[src/rtl/fifo_wr_arbiter.sv]
// Round-robin, packet-locking arbiter sharing one async-FIFO write port among NUM_REQ requesters.
// Optional per-requester beat counters are built when FIFO_WR_ARB_STATS_EN is defined.
module fifo_wr_arbiter #(
  parameter int NUM_REQ   = 4,
  parameter int DATA_W    = 8,
  parameter int MAX_BURST = 16,
  localparam int ID_W     = $clog2(NUM_REQ),
  localparam int FW       = ID_W + 1 + DATA_W
) (
  input  logic                      i_wr_clk,
  input  logic                      i_wr_rstn,
  input  logic [NUM_REQ-1:0]        i_req_valid,
  input  logic [NUM_REQ-1:0]        i_req_last,
  input  logic [NUM_REQ*DATA_W-1:0] i_req_data,
  output logic [NUM_REQ-1:0]        o_req_ready,
  output logic                      o_fifo_wr_en,
  output logic [FW-1:0]             o_fifo_wr_data,
  input  logic                      i_fifo_full,
  output logic                      o_busy,
  output logic [NUM_REQ*16-1:0]     o_beat_cnt
);

  localparam int BC_W = (MAX_BURST > 1) ? $clog2(MAX_BURST) : 1;

  typedef enum logic {IDLE, GRANT} state_t;

  state_t            state_q, state_d;
  logic [ID_W-1:0]   grant_q, grant_d;
  logic [ID_W-1:0]   rr_ptr_q, rr_ptr_d;
  logic [BC_W-1:0]   burst_cnt_q, burst_cnt_d;
  logic [ID_W-1:0]   pick;
  logic [2*NUM_REQ-1:0] valid_dbl;
  logic [NUM_REQ-1:0]   valid_rot;
  logic              cur_valid, cur_last, accept;
  logic [DATA_W-1:0] cur_data;

  function automatic logic [ID_W-1:0] wrap_idx(input logic [ID_W-1:0] base, input int off);
    int s;
    s = int'(base) + 1 + off;
    if (s >= NUM_REQ) s = s - NUM_REQ;
    return ID_W'(s);
  endfunction

  // valid_rot[j] is requester (rr_ptr+1+j) mod NUM_REQ, so the lowest set bit wins
  assign valid_dbl = {i_req_valid, i_req_valid};
  assign valid_rot = valid_dbl[({1'b0, rr_ptr_q} + 1'b1) +: NUM_REQ];

  always_comb begin
    pick = rr_ptr_q;
    for (int j = NUM_REQ - 1; j >= 0; j--) begin
      if (valid_rot[j]) pick = wrap_idx(rr_ptr_q, j);
    end
  end

  always_comb begin
    cur_valid = 1'b0;
    cur_last  = 1'b0;
    cur_data  = '0;
    for (int i = 0; i < NUM_REQ; i++) begin
      if (grant_q == ID_W'(i)) begin
        cur_valid = i_req_valid[i];
        cur_last  = i_req_last[i];
        cur_data  = i_req_data[i*DATA_W +: DATA_W];
      end
    end
  end

  assign accept = (state_q == GRANT) && cur_valid && !i_fifo_full;

  always_ff @(posedge i_wr_clk or negedge i_wr_rstn) begin
    if (!i_wr_rstn) begin
      state_q     <= IDLE;
      grant_q     <= '0;
      rr_ptr_q    <= ID_W'(NUM_REQ - 1);
      burst_cnt_q <= '0;
    end else begin
      state_q     <= state_d;
      grant_q     <= grant_d;
      rr_ptr_q    <= rr_ptr_d;
      burst_cnt_q <= burst_cnt_d;
    end
  end

  always_comb begin
    state_d     = state_q;
    grant_d     = grant_q;
    rr_ptr_d    = rr_ptr_q;
    burst_cnt_d = burst_cnt_q;
    case (state_q)
      IDLE: begin
        if (|i_req_valid) begin
          grant_d     = pick;
          burst_cnt_d = '0;
          state_d     = GRANT;
        end
      end
      GRANT: begin
        // forced release at MAX_BURST leaves last untouched; the requester simply re-arbitrates
        if (accept) begin
          if (cur_last || burst_cnt_q == BC_W'(MAX_BURST - 1)) begin
            state_d     = IDLE;
            rr_ptr_d    = grant_q;
            burst_cnt_d = '0;
          end else begin
            burst_cnt_d = burst_cnt_q + 1'b1;
          end
        end
      end
      default: state_d = IDLE;
    endcase
  end

  always_comb begin
    o_fifo_wr_en   = 1'b0;
    o_fifo_wr_data = '0;
    o_req_ready    = '0;
    o_busy         = 1'b0;
    if (state_q == GRANT) begin
      o_busy         = 1'b1;
      o_fifo_wr_en   = accept;
      o_fifo_wr_data = {grant_q, cur_last, cur_data};
      for (int i = 0; i < NUM_REQ; i++) begin
        o_req_ready[i] = (grant_q == ID_W'(i)) && !i_fifo_full;
      end
    end
  end

`ifdef FIFO_WR_ARB_STATS_EN
  genvar gi;
  generate
    for (gi = 0; gi < NUM_REQ; gi++) begin : g_stats
      logic [15:0] cnt_q, cnt_d;
      always_comb begin
        cnt_d = cnt_q;
        if (accept && grant_q == ID_W'(gi) && cnt_q != 16'hFFFF) cnt_d = cnt_q + 16'd1;
      end
      always_ff @(posedge i_wr_clk or negedge i_wr_rstn) begin
        if (!i_wr_rstn) cnt_q <= '0;
        else            cnt_q <= cnt_d;
      end
      assign o_beat_cnt[gi*16 +: 16] = cnt_q;
    end
  endgenerate
`else
  assign o_beat_cnt = '0;
`endif

endmodule

[config.mk]
export PLATFORM = sky130hd
export DESIGN_NAME = fifo_wr_arbiter
export DESIGN_NICKNAME = d
export VERILOG_FILES = /design/src/rtl/fifo_wr_arbiter.sv
export SDC_FILE = /design/constraint.sdc
export NUM_CORES = 1
export LEC_CHECK = 0
export BUFFER_PORTS_ARGS = -buffer_cell sky130_fd_sc_hd__buf_2
export CAP_MARGIN = 30
export CORE_MARGIN = 4
export CORE_UTILIZATION = 38
export CTS_CLUSTER_DIAMETER = 120
export DETAILED_ROUTE_END_ITERATION = 6
export PLACE_DENSITY = 0.81
export SYNTH_ARGS = -nofsm -noshare
export SYNTH_HDL_FRONTEND = slang
export SYNTH_SLANG_ARGS = --single-unit
export TNS_END_PERCENT = 20
[constraint.sdc]
create_clock -name i_wr_clk -period 1.9 [get_ports i_wr_clk]
set_input_delay 0.095 -clock i_wr_clk [delete_from_list [all_inputs] [get_ports i_wr_clk]]
set_output_delay 0.095 -clock i_wr_clk [all_outputs]
set_load 0.02 [all_outputs]
Yosys cells after proc, flatten, opt, wreduce, memory -nomap -nowiden
Cells that the tools add are included.
{"block": "op_classes", "multipliers": 0, "reduce_logical": 13, "mux": 32, "order_cmp": 4, "div_mod_pow": 0, "shift": 1, "n_addsub": 10, "eq_ne": 6, "bitwise": 1}
{"op": "2-to-1 mux 8 bit", "count": 4}
{"op": "2-to-1 mux 2 bit", "count": 8}
{"op": "2-to-1 mux 4 bit", "count": 4}
{"op": "2-to-1 mux 1 bit", "count": 13}
{"op": "greater-or-equal comparator 4 x 3 -> 1 bit, second input constant", "count": 3}
{"op": "2-to-1 mux 11 bit", "count": 1}
{"op": "adder 3 x 2 -> 4 bit, second input constant", "count": 2}
{"op": "case mux 4 bit (2 select lines)", "count": 1}
{"op": "indexed part select 8 x 4 -> 4 bit", "count": 1}
{"op": "subtractor 2 x 1 -> 2 bit, second input constant", "count": 4}
{"op": "adder 2 x 1 -> 3 bit, second input constant", "count": 2}
{"op": "logical AND 1 bit", "count": 6}
{"op": "adder 3 x 1 -> 4 bit, second input constant", "count": 1}
{"op": "adder 4 x 1 -> 4 bit, second input constant", "count": 1}
{"op": "equality test 2 bit, second input constant", "count": 2}
{"op": "equality test 4 bit, second input constant", "count": 1}
{"op": "AND reduction 2 bit", "count": 2}
{"op": "OR reduction 4 bit", "count": 1}
{"op": "greater-or-equal comparator 3 bit, second input constant", "count": 1}
{"op": "AND reduction 3 bit", "count": 1}
{"op": "equality test 2 x 1 -> 1 bit, second input constant", "count": 1}
{"op": "logical NOT 2 bit", "count": 1}
{"op": "!= test 2 x 1 -> 1 bit, second input constant", "count": 1}
{"op": "!= test 2 bit, second input constant", "count": 1}
{"op": "other kinds (4)", "count": 4}
{"block": "totals", "romBits": 0, "ramBits": 0, "mem_count": 0, "elab_cells": 71, "latchBits": 0, "out_inout_bits": 81, "regBits": 9, "input_bits": 43}

Depth between registers and ports, before layout
Gate-level depths: netlist of run 1.
{"block": "depth", "depth_word": 9, "depth_mapped": 6, "depth_no_buf": 5}

Least setup slack after synthesis of run 1
OpenSTA, ideal clock, no wires.
{"block": "synth_timing", "path_type": "register to register", "startpoint": "reg state_q", "endpoint": "reg rr_ptr_q[0]", "n_path_buf": 0, "arrival_time_ns": 1.691, "required_ns": 1.818, "path_stages_with_launch": 6, "period_less_slack_ns": 1.773, "slack_ns": 0.127, "cell_sequence": "dfrtp_1 nand2b_2 nor2_2 a22o_4 a21boi_4 mux2_4"}
{"block": "synth_between", "elab_chain_len": 3}
{"item": "from (decl)", "line_no": "27", "text": "state_t state_q, state_d;"}
{"item": "from (signal assigned)", "line_no": "77", "text": "state_q <= state_d;"}
{"item": "logical AND 1 bit (2 in series)", "line_no": "68", "text": "assign accept = (state_q == GRANT) && cur_valid && !i_fifo_full;"}
{"item": "AND reduction 3 bit (no source line) *"}
{"item": "to (signal assigned)", "line_no": "74", "text": "rr_ptr_q <= ID_W'(NUM_REQ - 1);"}
{"item": "to (signal assigned)", "line_no": "79", "text": "rr_ptr_q <= rr_ptr_d;"}
{"item": "to (decl)", "line_no": "29", "text": "logic [ID_W-1:0] rr_ptr_q, rr_ptr_d;"}
Mark *: on every way between the ends. The rest lies on a longest branch, timed or not.
A chain may end at the register's enable or synchronous reset.

Worst setup path after layout of run 1
{"block": "layout_timing", "startpoint": "reg grant_q[0]", "endpoint": "out o_fifo_wr_data[0]"}
{"block": "layout_between", "elab_chain_len": 6, "elab_cells_between_ends": 9, "cone_classes": "3 x eq/ne; 5 x mux; 1 x reduce/logical"}
{"item": "from (decl)", "line_no": "28", "text": "logic [ID_W-1:0] grant_q, grant_d;"}
{"item": "from (signal assigned)", "line_no": "78", "text": "grant_q <= grant_d;"}
{"item": "logical NOT 2 bit", "line_no": "60", "text": "if (grant_q == ID_W'(i)) begin"}
{"item": "2-to-1 mux 8 bit (3 in series)", "line_no": "60"}
{"item": "2-to-1 mux 8 bit *", "line_no": "60"}
{"item": "2-to-1 mux 11 bit *", "line_no": "118", "text": "if (state_q == GRANT) begin"}
{"item": "to (decl)", "line_no": "17", "text": "output logic [FW-1:0] o_fifo_wr_data,"}
Marks and branches as above.

==> results of run 1 <==
kinds of logic after synthesis:
group / Yosys count / synth area share (%)
buffers and inverters: 70 / 37.35
AND/OR/NAND/NOR: 37 / 15.12
multiplexers: 18 / 21.15
AO/OA/AOI/OAI: 15 / 8.821
flip-flops: 9 / 16.38
adder cells (fa/ha/maj): 1 / 0.8999
other: 1 / 0.2698
metal layers:
layer,vias up,share of wire [%],GRT usage (%)
met1,487,32,11.79
li1,517,-,-
met3,2,14,5.090
met2,60,54,21.22
met4,0,0.46,2.730
met5,-,0,0
path summary, 6_finish.rpt:
kind | from | endpoint | slack (ns) | cells after the start
min in group i_wr_clk | i_req_valid[0] | state_q | 0.25 | 3
worst max-delay path | grant_q[0] | o_fifo_wr_data[0] | 0.14 | 4
worst min register to register | burst_cnt_q[3] | burst_cnt_q[3] | 0.51 | 1
max in group asynchronous | i_wr_rstn | rr_ptr_q[0] | 1.41 | 2
worst max register to register | grant_q[0] | burst_cnt_q[1] | 0.26 | 6
worst min-delay path | i_wr_rstn | state_q | 0.24 | 2
synth_stat cells, types with 2 or more instances:
master | instances | area, um^2
buf_6 | 2 | 22.52
o2bb2ai_1 | 3 | 26.28
mux2_4 | 2 | 30.03
nor3_1 | 2 | 10.01
nand2b_1 | 4 | 25.02
mux4_2 | 8 | 180.2
nand3_1 | 2 | 10.01
nor2b_1 | 2 | 12.51
clkbuf_1 | 2 | 7.510
dfstp_2 | 2 | 52.55
mux2_2 | 3 | 33.78
nand2_1 | 5 | 18.77
mux2i_1 | 5 | 50.05
dfrtp_1 | 7 | 175.2
and2_1 | 10 | 62.56
a21oi_1 | 3 | 15.01
buf_4 | 64 | 480.5
nor3b_1 | 3 | 22.52
nor2_1 | 5 | 18.77
o22ai_1 | 2 | 12.51
timing repair:
action                     in CTS  in global routing
hold endpoints to repair        9                  0
hold buffers                    1                  0
setup endpoints to repair       0                  0
worst register-to-register path, stage by stage (launching register included):
cell and delay (ns):
dfrtp_1 0.43, buf_12 0.18, nand2_1 0.09, nor2_2 0.05, a22o_4 0.23, nor2_1 0.18
mux2_2 0.36
cell type report:
cell class	count	area share, %
Tap cell	46	3.686
Inverter	1	0.2404
Clock buffer	4	2.885
Timing Repair Buffer	64	22.28
Sequential cell	9	14.58
Multi-Input combinational cell	135	56.33
registers in the layout (all words and copies together) (netlist names):
signal	cells
burst_cnt_q	4
rr_ptr_q	2
grant_q	2
state_q	1
stage by stage:
step	setup slack [ns]	hold WS (ns)	total power (W)	util (%)
final	0.1413	0.2430	0.002116	45.37
after floorplan	0.1270	-0.2006	0.001625	-
after CTS	0.1206	0.2428	0.002139	45.37
after global routing	0.07079	0.2759	0.002289	45.37
after detailed placement	0.2779	-0.04235	0.001911	43.77
after global placement	0.3114	-0.04550	0.001890	43.77
power groups by stage:
stage,clock (W),combinational [W],sequential [W]
after floorplan,0,0.00127,0.000356
after global placement,0,0.00151,0.000382
after detailed placement,0,0.00152,0.000390
after CTS,0.000226,0.00153,0.000387
after global routing,0.000235,0.00165,0.000403
final,0.000219,0.00151,0.000386
==> results.toml, run 1 <==
[power]
power_frac_seq_pct = 18.3
power_frac_comb_pct = 71.4
internal_power_w = 0.001118
p_sw_w = 0.0009976
power.density_nw_per_um2 = 1355
leakagePower_nw = 0.8383
p_clk_share_pct = 10.3
p_sw_share_pct = 47.15
ir_worst_vdd_uv = 834.1

[floorplanning]
die_w_um = 68.48
rows = 21
start_util_pct = 40.39
die-area_um2 = 4690
design.core.area_um2 = 3442
ios = 124
die_y_um = 68.48

[synth]
syn_inst = 151
synth_seq_cells = 9
syn_area_per_cell_um2 = 9.206
synth_edf_count = 0
synthArstFlopShare_pct = 100.0
yosys_warnings = 0
synth_area_um2 = 1390
synthFlopType = "dfrtp_1"
yosysSeqAreaShare_pct = 16.38
yosysUniqueCellTypes = 35

[layout]
drive_gt1_share_pct = 39.91
ff_latch_area_um2 = 227.7
multiInputGateArea_um2 = 879.6
nets = 258
layout_common_cells = "64 x conb_1, 59 x buf_2, 10 x and2_1"
area_growth_pct = 12.33
fillers = 344
diodes = 0
fin_cells = 259
fin_area_um2 = 1562
final_common_cell = "conb_1"

[clock_tree]
path_clk_slew_ns = 0.04
cts_tree = "built"
cts_setup_buffers = 0
post_cts_resized = 0
clkSinkCount = 9
ctsRootBufferMaster = "clkbuf_8"
numCtsBuffers = 3
insertion_delay_ns = 0.23
clockBufferDepth = 2
htree_levels = 1

[grt]
antenna_found_initial = 0
track_usage_pct = 11.53
grt_pass1_vias = 937
grt_pass1_wl_um = 4036
grt_overflow = 0
grt_max_degree = 17

[setup_path]
cp_max_fo = 16
max_stage_delay_ns = 0.50
crit_slowest_cell = "mux4_2"
critical_path_class = "reg2out"
timing.critical_path.buf_inv = 2
arrival_ns = 1.66
start_kind = "flip-flop"
crit_chain = "buf_12 -> mux4_2 -> and2_1 -> buf_2"
crit_family = "multiplexers"
worstSetupEndpointType = "output port"
required_ns = 1.80

[sta]
finalHoldViolCount = 0
period_minus_slack_ns = 1.759
drv_slew = 0
fmax_ghz = 0.5686
setup_viol = 0
fin_setup_tns_ns = 0
finClkSkew_ns = 0.001324
rsz0062_at_grt = "false"
min_period_over_period_pct = 92.56

[drt]
drt-initial-drc-count = 18
vias_per_cell = 4.116
dr.pass1.iters = 3
avgRoutedWirePerCell_um = 11.72
antenna_left = 0
via_count = 1066
route.detailed.drc = 0
drt-total-wl_um = 3035

[job]
maxCapViolations = 0

[placement]
post-place-cells = 254
place_area_um2 = 1506
gp_congestion = 0.8266
hpwl_um = 2648
portBuffers = 59

[min_path]
holdCritPathClass = "in2async"

[run_status]
status = "finished clean"
No activity file was read; power rests on OpenSTA's default activity.
==> run 2: changes to the inputs <==
--- a/config.mk
+++ b/config.mk
@@ -11,7 +11,7 @@
 export CORE_UTILIZATION = 38
 export CTS_CLUSTER_DIAMETER = 120
 export DETAILED_ROUTE_END_ITERATION = 6
-export PLACE_DENSITY = 0.81
+export PLACE_DENSITY = 0.88
 export SYNTH_ARGS = -nofsm -noshare
 export SYNTH_HDL_FRONTEND = slang
 export SYNTH_SLANG_ARGS = --single-unit
==> constraint.sdc (replaced) <==
create_clock -name i_wr_clk -period 2 [get_ports i_wr_clk]
set_input_delay 0.1 -clock i_wr_clk [delete_from_list [all_inputs] [get_ports i_wr_clk]]
set_output_delay 0.1 -clock i_wr_clk [all_outputs]
set_load 0.02 [all_outputs]
==> run 2 against run 1 <==
Net effect:
- final cell count unchanged
- combinational power shrank 5%
- first-iteration DRC count stayed put
- global-route usage up 1.2 points
- via count rose by 1.2%
- routed wire length increased by 7.8%
- clock power down 4%
- sequential cell count is the same
- sequential share of layout area rose by 0.12 points
- highest routed layer is now met3
==> results.toml, run 2 (synthesis results as in run 1) <==
[min_path]
holdCritPathClass = "in2async"

[sta]
finClkSkew_ns = 0.002030
drv_slew = 0
fin_setup_tns_ns = 0
fmax_ghz = 0.5746
min_period_over_period_pct = 87.02
rsz0062_at_grt = "false"
period_minus_slack_ns = 1.740
finalHoldViolCount = 0
setup_viol = 0

[drt]
dr.pass1.iters = 4
vias_per_cell = 4.166
avgRoutedWirePerCell_um = 12.64
antenna_left = 0
drt-total-wl_um = 3273
route.detailed.drc = 0
drt-initial-drc-count = 18
via_count = 1079

[job]
maxCapViolations = 0

[layout]
ff_latch_area_um2 = 227.7
layout_common_cells = "64 x conb_1, 59 x buf_2, 10 x and2_1"
top_register = "burst_cnt_q"
largest_reg_flops = 4
nets = 258
fin_cells = 259
diodes = 0
fillers = 347
drive_gt1_share_pct = 39.91
area_growth_pct = 11.43
multiInputGateArea_um2 = 879.6
biggestRegsByFlops = "burst_cnt_q: 4 flops, grant_q: 2 flops, rr_ptr_q: 2 flops"
final_common_cell = "conb_1"

[floorplanning]
ios = 124
die_y_um = 68.48
die-area_um2 = 4690
design.core.area_um2 = 3442
rows = 21
start_util_pct = 40.39
die_w_um = 68.48

[clock_tree]
post_cts_resized = 0
ctsRootBufferMaster = "clkbuf_8"
postCtsHoldBufs = 1
cts_setup_buffers = 0
insertion_delay_ns = 0.23
htree_levels = 1
path_clk_slew_ns = 0.05
numCtsBuffers = 3
cts_tree = "built"
clockBufferDepth = 2
clkSinkCount = 9

[setup_path]
r2r-end = "rr_ptr_q[1]"
timing.critical_path.buf_inv = 2
required_ns = 1.90
max_stage_delay_ns = 0.50
reg2reg_slack_ns = 0.39
crit_slowest_cell = "mux4_2"
regToRegStartpoint = "grant_q[0]"
critical_path_class = "reg2out"
crit_chain = "buf_4 -> mux4_2 -> and2_1 -> buf_2"
arrival_ns = 1.64
worstSetupEndpointType = "output port"
rr_worst_depth = 5
crit_family = "multiplexers"
crit_start = "grant_q[0]"
start_kind = "flip-flop"
cp_max_fo = 11

[grt]
grt_overflow = 0
grt_max_degree = 17
antenna_found_initial = 0
track_usage_pct = 12.72
grt_pass1_vias = 936
grt_pass1_wl_um = 4443

[power]
leakagePower_nw = 0.8328
power_w = 0.002003
power.density_nw_per_um2 = 1293
ir_worst_vdd_uv = 397.5

[placement]
portBuffers = 59
gp_congestion = 0.8899
post-place-cells = 254
hpwl_um = 2859

[run_status]
status = "finished clean"
-- run 2: cell counts in the layout (fill, tap and decap cells not counted) --
No cell type changed its count.
-- run 2: layer usage --
metal	global-route usage, %	part of all wire, %
met1	13.79	33
met2	23.24	53
met4	1.489	0
met3	5.583	14
met5	0	0
-- run 2: cell type report --
class | instances | area share, %
Clock buffer | 4 | 2.908
Inverter | 1 | 0.2423
Multi-Input combinational cell | 135 | 56.79
Sequential cell | 9 | 14.70
Tap cell | 46 | 3.716
Timing Repair Buffer | 64 | 21.65
-- run 2: worst max path at each step --
stage,slack (ns),depth (start not counted),endpoint
finish,0.26,4,o_fifo_wr_data[6]
detailed placement,0.40,6,burst_cnt_q[1]
global route,0.16,4,o_fifo_wr_data[6]
CTS,0.25,4,o_fifo_wr_data[7]
floorplan,0.23,5,rr_ptr_q[0]
global placement,0.45,6,burst_cnt_q[1]
-- run 2: metrics by stage --
stage               hold slack [ns]  cell area, um^2  util, %  setup slack [ns]
floorplan                   -0.1956             1627        -            0.2270
global placement           -0.03865             1494    43.40            0.4524
detailed placement         -0.03550             1494    43.40            0.4011
CTS                          0.2492             1549    45.00            0.2510
global route                 0.2641             1549    45.00            0.1567
finish                       0.2465             1549    45.00            0.2595
-- run 2: report_power, final --
| group | switching (W) | total [W] | internal [W] |
|---|---|---|---|
| logic | 0.000799 | 0.00143 | 0.000633 |
| registers | 0.0000922 | 0.000360 | 0.000267 |
| clock network | 0.0000718 | 0.000211 | 0.000139 |
| total | 0.000963 | 0.00200 | 0.00104 |
==> run 3: changes to the inputs <==
--- a/config.mk
+++ b/config.mk
@@ -8,10 +8,10 @@
 export BUFFER_PORTS_ARGS = -buffer_cell sky130_fd_sc_hd__buf_2
 export CAP_MARGIN = 30
 export CORE_MARGIN = 4
-export CORE_UTILIZATION = 38
+export CORE_UTILIZATION = 30
 export CTS_CLUSTER_DIAMETER = 120
 export DETAILED_ROUTE_END_ITERATION = 6
-export PLACE_DENSITY = 0.88
+export PLACE_DENSITY = 0.74
 export SYNTH_ARGS = -nofsm -noshare
 export SYNTH_HDL_FRONTEND = slang
 export SYNTH_SLANG_ARGS = --single-unit
==> run 3 against run 2 <==
Net effect:
- first-iteration DRC count up 89%
- critical path depth unchanged
- combinational power about the same
- sequential share of layout area about the same
- power shrank 0.60%
- sequential cell count unchanged
- non-clock buffer count unchanged
- clock power grew 2%
- worst setup slack worse by 0.059 ns
==> results.toml, run 3 (synthesis results as in run 1) <==
[setup_path]
timing.critical_path.buf_inv = 2
critical_path_class = "reg2out"
worstSetupEndpointType = "output port"
reg2reg_slack_ns = 0.41
arrival_ns = 1.70
crit_chain = "buf_4 -> mux4_2 -> and2_1 -> buf_2"
r2r-end = "rr_ptr_q[0]"
critPathCapture = "o_fifo_wr_data[2]"
crit_start = "grant_q[0]"
crit_family = "multiplexers"
regToRegStartpoint = "grant_q[0]"
start_kind = "flip-flop"
crit_slowest_cell = "mux4_2"
cp_max_fo = 9
required_ns = 1.90
max_stage_delay_ns = 0.51
rr_worst_depth = 5
cp.depth = 4

[grt]
grt_overflow = 0
grt_pass1_wl_um = 4892
grt_max_degree = 17
antenna_found_initial = 0
track_usage_pct = 10.33
grt_pass1_vias = 1026

[drt]
antenna_left = 0
avgRoutedWirePerCell_um = 12.07
route.detailed.drc = 0
drt-total-wl_um = 3199
dr.pass1.iters = 5
via_count = 1097
vias_per_cell = 4.140
drt-initial-drc-count = 34

[power]
power.density_nw_per_um2 = 1278
leakagePower_nw = 0.8320
ir_worst_vdd_uv = 380.8

[clock_tree]
path_clk_slew_ns = 0.05
htree_levels = 1
clkSinkCount = 9
ctsRootBufferMaster = "clkbuf_8"
clockBufferDepth = 2
numCtsBuffers = 3
cts_tree = "built"
insertion_delay_ns = 0.24

[layout]
area_growth_pct = 12.06
final_common_cell = "conb_1"
top_register = "burst_cnt_q"
drive_gt1_share_pct = 40.38
fillers = 463
layout_common_cells = "64 x conb_1, 59 x buf_2, 10 x and2_1"
largest_reg_flops = 4
diodes = 0
nets = 258
biggestRegsByFlops = "burst_cnt_q: 4 flops, grant_q: 2 flops, rr_ptr_q: 2 flops"

[sta]
period_minus_slack_ns = 1.800
min_period_over_period_pct = 89.98
rsz0062_at_grt = "false"
fin_setup_tns_ns = 0
setup_viol = 0
finClkSkew_ns = 0.003838
drv_slew = 0
fmax_ghz = 0.5557
finalHoldViolCount = 0
setup_slack_ns = 0.2004

[min_path]
holdCritPathClass = "in2reg"

[floorplanning]
rows = 24
ios = 124
design.core.area_um2 = 4414
start_util_pct = 31.49
die-area_um2 = 5787
die_w_um = 76.07
die_y_um = 76.07

[placement]
hpwl_um = 2814
dp_slack_ns = 0.3383
portBuffers = 59
gp_congestion = 0.7258

[run_status]
status = "finished clean"

[job]
maxCapViolations = 0
[run 3: worst min path at each step]
stage                        start              to  slack (ns)  cells after the start
floorplan                i_wr_rstn  burst_cnt_q[0]       -0.20                      0
finish              i_req_valid[0]         state_q        0.22                      3
global route        i_req_valid[0]         state_q        0.26                      3
detailed placement       i_wr_rstn  burst_cnt_q[0]       -0.03                      1
global placement         i_wr_rstn  burst_cnt_q[3]       -0.04                      1
CTS                 i_req_valid[0]         state_q        0.21                      3
[run 3: layout make-up]
cell class | count | area (um^2) | share of cell area (%)
clock buffers | 4 | 45.04 | 2.892
inverters | 1 | 3.754 | 0.2410
multi-input cells | 135 | 879.6 | 56.47
flip-flops and latches | 9 | 229.0 | 14.70
well taps | 52 | 65.06 | 4.177
repair buffers | 64 | 335.3 | 21.53
[run 3: where the power goes]
part | total (W) | switching (W) | internal [W]
clock | 0.000215 | 0.0000755 | 0.000139
combinational | 0.00141 | 0.000773 | 0.000632
sequential | 0.000371 | 0.000102 | 0.000269
[run 3: tightest hold or removal path: stages]
cell and delay [ns]:
buf_2 0.13, nor4_1 0.07, mux2i_1 0.12
[run 3: per-stage QoR]
stage	utilization (%)	power, W	area [um^2]	std cells	hold slack, ns
final	35.29	0.001991	1558	265	0.2211
after floorplan	-	0.001544	1627	214	-0.1956
after detailed placement	34.01	0.001794	1501	260	-0.03320
after global placement	34.01	0.001774	1501	260	-0.03675
after CTS	35.26	0.002019	1556	265	0.2144
after global routing	35.29	0.002161	1558	265	0.2611
[run 3: routing by layer]
layer / vias to the layer above / GRT usage, % / part of all wire (%)
li1: 515 / - / -
met1: 509 / 9.855 / 31
met2: 69 / 19.09 / 54
met3: 4 / 5.201 / 14
met4: 0 / 3.147 / 1.3
met5: - / 0 / 0
[run 3: repair_timing]
| action | 4_1_cts | 5_1_grt |
|---|---|---|
| buffers inserted | 0 | 0 |
| endpoints found under the setup margin | 0 | 3 |
| gates resized for setup | 0 | 1 |
| hold buffers | 1 | 0 |
| hold endpoints to repair | 9 | 0 |
